### config.mk
export PLATFORM = sky130hd
export DESIGN_NAME = para_to_serial_hs_flat
export DESIGN_NICKNAME = d
export VERILOG_FILES = /design/src/rtl/para_to_serial_hs_pkg.sv /design/src/rtl/para_to_serial_hs_if.sv /design/src/rtl/para_to_serial_hs.sv /design/src/flat_wrapper.sv
export SDC_FILE = /design/constraint.sdc
export NUM_CORES = 1
export LEC_CHECK = 0
export CAP_MARGIN = 0
export CELL_PAD_IN_SITES_DETAIL_PLACEMENT = 1
export CELL_PAD_IN_SITES_GLOBAL_PLACEMENT = 2
export CORE_MARGIN = 3
export CORE_UTILIZATION = 29
export CTS_BUF_LIST = sky130_fd_sc_hd__clkbuf_8
export DETAILED_ROUTE_END_ITERATION = 8
export PLACE_DENSITY_LB_ADDON = 0.1
export REMOVE_ABC_BUFFERS = 1
export SLEW_MARGIN = 20
export SYNTH_ARGS = -nofsm -noshare
export SYNTH_HDL_FRONTEND = slang
export SYNTH_SLANG_ARGS = --single-unit
export TNS_END_PERCENT = 30
### constraint.sdc
create_clock -name clk -period 1.5 [get_ports clk]
set_input_delay 0.15 -clock clk [delete_from_list [all_inputs] [get_ports clk]]
set_output_delay 0.15 -clock clk [all_outputs]
set_load 0.005 [all_outputs]
### src/rtl/para_to_serial_hs_pkg.sv
// Shared definitions for the parallel-to-serial link converter.
package ser_pkg;

  // Legacy-compatible state codes, also exposed as a typed enum.
  localparam logic [0:0] ST_IDLE  = 1'b0;
  localparam logic [0:0] ST_SHIFT = 1'b1;

  typedef enum logic [0:0] {
    IDLE  = ST_IDLE,
    SHIFT = ST_SHIFT
  } ser_state_t;

  // Width of the bit counter for a word of data_w bits.
  function automatic int ser_cnt_w(input int data_w);
    return $clog2(data_w);
  endfunction

endpackage

### src/rtl/para_to_serial_hs_if.sv
// Parallel word handshake between the encoder datapath and the serializer.
interface para_to_serial_hs_if #(
  parameter int DATA_W = 10
) ();

  logic [DATA_W-1:0] in_data;
  logic              in_valid;
  logic              in_ready;

  // Word source (encoder side).
  modport master (
    output in_data,
    output in_valid,
    input  in_ready
  );

  // Word sink (serializer side).
  modport slave (
    input  in_data,
    input  in_valid,
    output in_ready
  );

endinterface

### src/rtl/para_to_serial_hs.sv
// Parallel-to-serial converter with a one-word holding buffer so that
// consecutive words stream with no gap bit. MSB- or LSB-first, bit-rate
// strobe, framing, idle level and underrun reporting on the link side.
module para_to_serial_hs
  import ser_pkg::*;
#(
  parameter int   DATA_W    = 10,
  parameter bit   MSB_FIRST = 1'b1,
  parameter logic IDLE_BIT  = 1'b0
) (
  input  logic                 clk,
  input  logic                 rst,
  input  logic                 bit_en,
  para_to_serial_hs_if.slave   up,
  output logic                 serial_out,
  output logic                 serial_valid,
  output logic                 frame_start,
  output logic                 underrun
);

  localparam int               CNT_W = ser_cnt_w(DATA_W);
  localparam logic [CNT_W-1:0] LAST  = CNT_W'(DATA_W - 1);

  logic [DATA_W-1:0] hold;
  logic              hold_full;
  logic [DATA_W-1:0] sr;
  logic [DATA_W-1:0] sr_shifted;
  logic [CNT_W-1:0]  cnt;
  ser_state_t        state;
  logic              underrun_r;

  logic              accept;
  logic              last_bit;
  logic              load_sr;

  // Accept needs an empty buffer, unload needs a full one, so they never coincide.
  assign up.in_ready = !hold_full && !rst;
  assign accept      = up.in_valid && !hold_full && !rst;
  assign last_bit    = (cnt == LAST);
  assign load_sr     = bit_en && hold_full && ((state == IDLE) || last_bit);

  // Next shift-register contents; the vacated position is filled with 0.
  always_comb begin
    sr_shifted = '0;
    if (MSB_FIRST) begin
      sr_shifted = {sr[DATA_W-2:0], 1'b0};
    end else begin
      sr_shifted = {1'b0, sr[DATA_W-1:1]};
    end
  end

  // Holding buffer: filled on accept, emptied when the shifter takes the word.
  always_ff @(posedge clk) begin
    if (rst) begin
      hold      <= '0;
      hold_full <= 1'b0;
    end else if (accept) begin
      hold      <= up.in_data;
      hold_full <= 1'b1;
    end else if (load_sr) begin
      hold_full <= 1'b0;
    end
  end

  // Shifter and state: advance only on bit strobes, reload gaplessly on the last bit.
  always_ff @(posedge clk) begin
    if (rst) begin
      sr    <= '0;
      cnt   <= '0;
      state <= IDLE;
    end else if (bit_en) begin
      if (load_sr) begin
        sr    <= hold;
        cnt   <= '0;
        state <= SHIFT;
      end else if (state == SHIFT) begin
        if (!last_bit) begin
          cnt <= cnt + CNT_W'(1);
          sr  <= sr_shifted;
        end else begin
          state <= IDLE;
        end
      end
    end
  end

  // Underrun: a word finished and nothing was waiting to follow it.
  always_ff @(posedge clk) begin
    if (rst) begin
      underrun_r <= 1'b0;
    end else begin
      underrun_r <= bit_en && (state == SHIFT) && last_bit && !hold_full;
    end
  end

  // Link-side outputs, driven only from registers and forced quiet under reset.
  always_comb begin
    serial_out   = IDLE_BIT;
    serial_valid = 1'b0;
    frame_start  = 1'b0;
    underrun     = 1'b0;
    if (!rst) begin
      underrun = underrun_r;
      if (state == SHIFT) begin
        serial_out   = MSB_FIRST ? sr[DATA_W-1] : sr[0];
        serial_valid = 1'b1;
        frame_start  = (cnt == '0);
      end
    end
  end

endmodule

### src/flat_wrapper.sv
// flat-port wrapper written by rule: the top's interface ports become plain ports
module para_to_serial_hs_flat import ser_pkg::*;
#(
  parameter int   DATA_W    = 10,
  parameter bit   MSB_FIRST = 1'b1,
  parameter logic IDLE_BIT  = 1'b0
)
  (clk, rst, bit_en, serial_out, serial_valid, frame_start, underrun, up_in_data, up_in_valid, up_in_ready);
  para_to_serial_hs_if #(.DATA_W(DATA_W)) up_i ();
  input  logic clk;
  input  logic rst;
  input  logic bit_en;
  output logic serial_out;
  output logic serial_valid;
  output logic frame_start;
  output logic underrun;
  input wire logic [$bits(up_i.in_data)-1:0] up_in_data;
  input wire logic [$bits(up_i.in_valid)-1:0] up_in_valid;
  output wire logic [$bits(up_i.in_ready)-1:0] up_in_ready;
  assign up_i.in_data = up_in_data;
  assign up_i.in_valid = up_in_valid;
  assign up_in_ready = up_i.in_ready;
  para_to_serial_hs #(.DATA_W(DATA_W), .MSB_FIRST(MSB_FIRST), .IDLE_BIT(IDLE_BIT)) u_core (.clk(clk), .rst(rst), .bit_en(bit_en), .up(up_i), .serial_out(serial_out), .serial_valid(serial_valid), .frame_start(frame_start), .underrun(underrun));
endmodule
==> impl_metrics.prom <==
# TYPE chip_impl_metric gauge
chip_impl_metric{name="die_height",unit="um"} 70.3
chip_impl_metric{name="syn_avg_cell_area",unit="um^2"} 8.74
chip_impl_metric{name="ys_seq_area_frac",unit=""} 0.451
chip_impl_metric{name="irDropWorstVdd",unit="uV"} 447
chip_impl_metric{name="worst_ep_required_time",unit="ps"} 1690
chip_impl_info{name="cts_tree",value="yes"} 1
chip_impl_metric{name="core_area",unit="um^2"} 3830
chip_impl_metric{name="hold_buffers",unit=""} 0
chip_impl_metric{name="num-nets-final",unit=""} 190
chip_impl_metric{name="avgRoutedWirePerCell",unit="um"} 15.1
chip_impl_metric{name="floorplan.initialDensity",unit=""} 0.313
chip_impl_metric{name="max-cap-violations",unit=""} 0
chip_impl_metric{name="flow.area_growth_from_synthesis",unit="%"} 42.6
chip_impl_info{name="layout.cells.most_common_list",value="sky130_fd_sc_hd__dfxtp_1 (23), sky130_fd_sc_hd__buf_4 (16), sky130_fd_sc_hd__o21ai_0 (14)"} 1
chip_impl_metric{name="final.min_clock_period",unit="ps"} 1450
chip_impl_metric{name="detail_route.iter0.violations",unit=""} 47
chip_impl_metric{name="drc",unit=""} 0
chip_impl_info{name="result_of_the_run",value="complete, no violations"} 1
chip_impl_metric{name="cts.sinks",unit=""} 27
chip_impl_metric{name="report.final.slew_viol_count",unit=""} 0
chip_impl_metric{name="detailedRoute.firstPassIterationCount",unit=""} 4
chip_impl_metric{name="route.vias.total",unit=""} 1129
chip_impl_metric{name="die_width",unit="um"} 70.3
chip_impl_metric{name="synth.mux.area_fraction",unit=""} 0
chip_impl_metric{name="multi_input_area",unit="um^2"} 637
chip_impl_metric{name="overflow",unit=""} 0
chip_impl_metric{name="finalClockSkew",unit="ps"} 4.41
chip_impl_metric{name="max-slew-margin-rel",unit=""} 0.802
chip_impl_metric{name="drive_gt1_frac",unit=""} 0.308
chip_impl_metric{name="postRouteWirelength",unit="mm"} 3.32
chip_impl_info{name="critical_path.startpoint_type",value="flip-flop"} 1
chip_impl_info{name="most_common_library_cell_in_the_layout_ignoring_fill_and_taps",value="sky130_fd_sc_hd__dfxtp_1"} 1
chip_impl_metric{name="placement_rows",unit=""} 22
chip_impl_metric{name="grt_usage",unit=""} 0.144
chip_impl_metric{name="yosys_register_bits",unit=""} 27
chip_impl_info{name="timing_worst_setup_path_type",value="flip-flop to flip-flop"} 1
chip_impl_info{name="grt_setup_unrepaired",value="true"} 1
chip_impl_metric{name="syn-cell-area",unit="um^2"} 1200
chip_impl_metric{name="post_synthesis_xor_xnor_area_fraction",unit=""} 0
chip_impl_info{name="min_path_type",value="primary input to flip-flop"} 1
chip_impl_metric{name="grt_start_max_net_pins",unit=""} 21
chip_impl_metric{name="count_of_pins_on_the_block_boundary",unit=""} 19
chip_impl_metric{name="synthCells",unit=""} 137
chip_impl_metric{name="die_area",unit="um^2"} 4940
chip_impl_metric{name="grt_first_pass_wirelength",unit="mm"} 5.75
chip_impl_metric{name="leakagePower",unit="nW"} 0.648
chip_impl_metric{name="p_per_area",unit="nW/um^2"} 840
chip_impl_metric{name="finalCoreUtilization",unit=""} 0.446
chip_impl_metric{name="tightestPinTransition",unit="ps"} 297
chip_impl_metric{name="antenna_left",unit=""} 0
chip_impl_metric{name="antenna_cells",unit=""} 0
chip_impl_info{name="cts-root-buf",value="sky130_fd_sc_hd__clkbuf_8"} 1
chip_impl_metric{name="finalSetupTns",unit="ps"} 0
chip_impl_metric{name="yosys.area_share.simple",unit=""} 0.193
chip_impl_metric{name="synth-adder-area-share",unit=""} 0.0313
chip_impl_metric{name="final.period_utilization",unit=""} 0.969
chip_impl_metric{name="compound_gate_fraction_of_synth_area",unit=""} 0.255
chip_impl_metric{name="worst_setup_hold_path_clk_slew",unit="ps"} 90
chip_impl_metric{name="number_of_antenna_violations_at_the_first_check_in_global_routing",unit=""} 0
chip_impl_metric{name="drt-vias-per-instance",unit=""} 5.13
chip_impl_metric{name="number_of_global_route_vias_before_repair",unit=""} 1207
chip_impl_metric{name="io_buffers",unit=""} 18
chip_impl_metric{name="cts_max_level",unit=""} 1
chip_impl_metric{name="max_clock_freq",unit="MHz"} 688
chip_impl_info{name="timing.critical_path.to_type",value="flip-flop"} 1
chip_impl_metric{name="max-clock-path-buffers",unit=""} 2
chip_impl_metric{name="cp_data_arrival_time",unit="ps"} 1650
chip_impl_metric{name="final.fill_count",unit=""} 444
chip_impl_metric{name="cts_buffer_count",unit=""} 3
chip_impl_metric{name="clock_latency",unit="ps"} 270
chip_impl_metric{name="finalSetupViolCount",unit=""} 0
chip_impl_info{name="largest_family_of_logic_cells_by_synthesized_area",value="compound AO/OA/AOI/OAI gates"} 1
chip_impl_metric{name="hpwl",unit="mm"} 2.32
chip_impl_metric{name="unique_cell_type_count_in_the_yosys_netlist",unit=""} 28
chip_impl_metric{name="global_placement_routability_congestion",unit=""} 0.752
chip_impl_metric{name="timing.critical_path.fanout_max",unit=""} 5
chip_impl_metric{name="seq_area",unit="um^2"} 548
chip_impl_metric{name="synth_warnings",unit=""} 0
chip_impl_metric{name="hold_viol",unit=""} 0
==> power breakdown <==
group / switching [mW] / internal, mW
clock network: 0.233 / 0.186
registers: 0.0293 / 0.762
logic: 0.0987 / 0.125
==> metrics by stage <==
stage               instance area, um^2  power, mW  worst slack, ps  hold WS, ps  std cells
detailed placement                 1590       1.02             -159          471        215
CTS                                1680       1.45            0.508          424        220
floorplan                          1170      0.891             -251          219        129
finish                             1710       1.44             46.4          424        220
global placement                   1590       1.01             -158          464        215
global route                       1710       1.51            -31.6          437        220
==> synthesized netlist by cell type <==
master / instances / area, um^2
sky130_fd_sc_hd__clkbuf_1: 7 / 26.3
sky130_fd_sc_hd__and2_1: 2 / 12.5
sky130_fd_sc_hd__and3b_1: 1 / 8.76
sky130_fd_sc_hd__a31oi_1: 9 / 56.3
sky130_fd_sc_hd__nor3_1: 1 / 5.00
sky130_fd_sc_hd__buf_1: 1 / 3.75
sky130_fd_sc_hd__a21oi_1: 4 / 20.0
sky130_fd_sc_hd__o21ai_2: 1 / 8.76
sky130_fd_sc_hd__dfxtp_1: 27 / 541
sky130_fd_sc_hd__o21ba_2: 1 / 10.0
sky130_fd_sc_hd__nor3b_1: 1 / 7.51
sky130_fd_sc_hd__nor4bb_2: 1 / 16.3
sky130_fd_sc_hd__o2111ai_1: 1 / 8.76
sky130_fd_sc_hd__and3_1: 2 / 12.5
sky130_fd_sc_hd__o21ai_0: 14 / 70.1
sky130_fd_sc_hd__a211oi_1: 2 / 15.0
sky130_fd_sc_hd__nand2b_1: 10 / 62.6
sky130_fd_sc_hd__o221a_2: 9 / 101
sky130_fd_sc_hd__ha_1: 3 / 37.5
sky130_fd_sc_hd__nand3b_1: 1 / 7.51
sky130_fd_sc_hd__o31ai_1: 1 / 7.51
sky130_fd_sc_hd__nor2_1: 6 / 22.5
sky130_fd_sc_hd__nand2_1: 12 / 45.0
sky130_fd_sc_hd__inv_1: 14 / 52.6
sky130_fd_sc_hd__nor2b_1: 1 / 6.26
sky130_fd_sc_hd__nand3_1: 2 / 10.0
sky130_fd_sc_hd__or4_1: 2 / 15.0
sky130_fd_sc_hd__a21o_1: 1 / 7.51
==> cell type report <==
class                           instances  area share
Sequential cell                        27       0.321
Multi-Input combinational cell         88       0.373
Timing Repair Buffer                   39       0.213
Tap cell                               48      0.0352
Inverter                               14      0.0308
Clock inverter                          1     0.00293
Clock buffer                            3      0.0242
==> registers in the layout, indices dropped and copies added (netlist names) <==
register and count:
u_core.sr 10, u_core.state 1, u_core.underrun_r 1, u_core.hold_full 1, u_core.hold 10, u_core.cnt 4
==> per-layer routing <==
metal,global-route usage,vias to the layer above,part of all wire
met5,0,-,0
met4,0.0447,0,0.017
met3,0.0360,6,0.032
met2,0.230,18,0.49
met1,0.188,552,0.46
li1,-,553,-
==> path summary, 6_finish.rpt <==
path	start	to	slack [ps]	cells past startpoint
worst max-delay path	u_core.cnt[2]$_SDFFE_PP0P_	u_core.cnt[3]$_SDFFE_PP0P_	50	4
worst min-delay path	up_in_data[2]	u_core.hold[2]$_SDFFE_PP0P_	420	3
worst max register to register	u_core.cnt[2]$_SDFFE_PP0P_	u_core.cnt[3]$_SDFFE_PP0P_	50	4
worst min register to register	u_core.hold[4]$_SDFFE_PP0P_	u_core.hold[4]$_SDFFE_PP0P_	480	2
==> worst max-delay path, stage by stage (launching register included) <==
cell,delay [ps]
sky130_fd_sc_hd__dfxtp_1,420
sky130_fd_sc_hd__buf_4,170
sky130_fd_sc_hd__inv_1,50
sky130_fd_sc_hd__or4_1,490
sky130_fd_sc_hd__a211oi_1,240
==> repair_timing <==
| item | 4_1_cts | 5_1_grt |
|---|---|---|
| endpoints found under the setup margin | 20 | 15 |
| resized for setup | 21 | 8 |
| buffers inserted | 1 | 0 |
| pin swaps | 3 | 2 |
| cloned | 0 | 0 |
| hold endpoints to repair | 0 | 0 |
==> kinds of logic after synthesis <==
kind of cell,Yosys count
adder cells (fa/ha/maj),3
AND/OR/NAND/NOR,42
AO/OA/AOI/OAI,43
flip-flops,27
buffers and inverters,22
No activity file was read; power rests on OpenSTA's default activity.
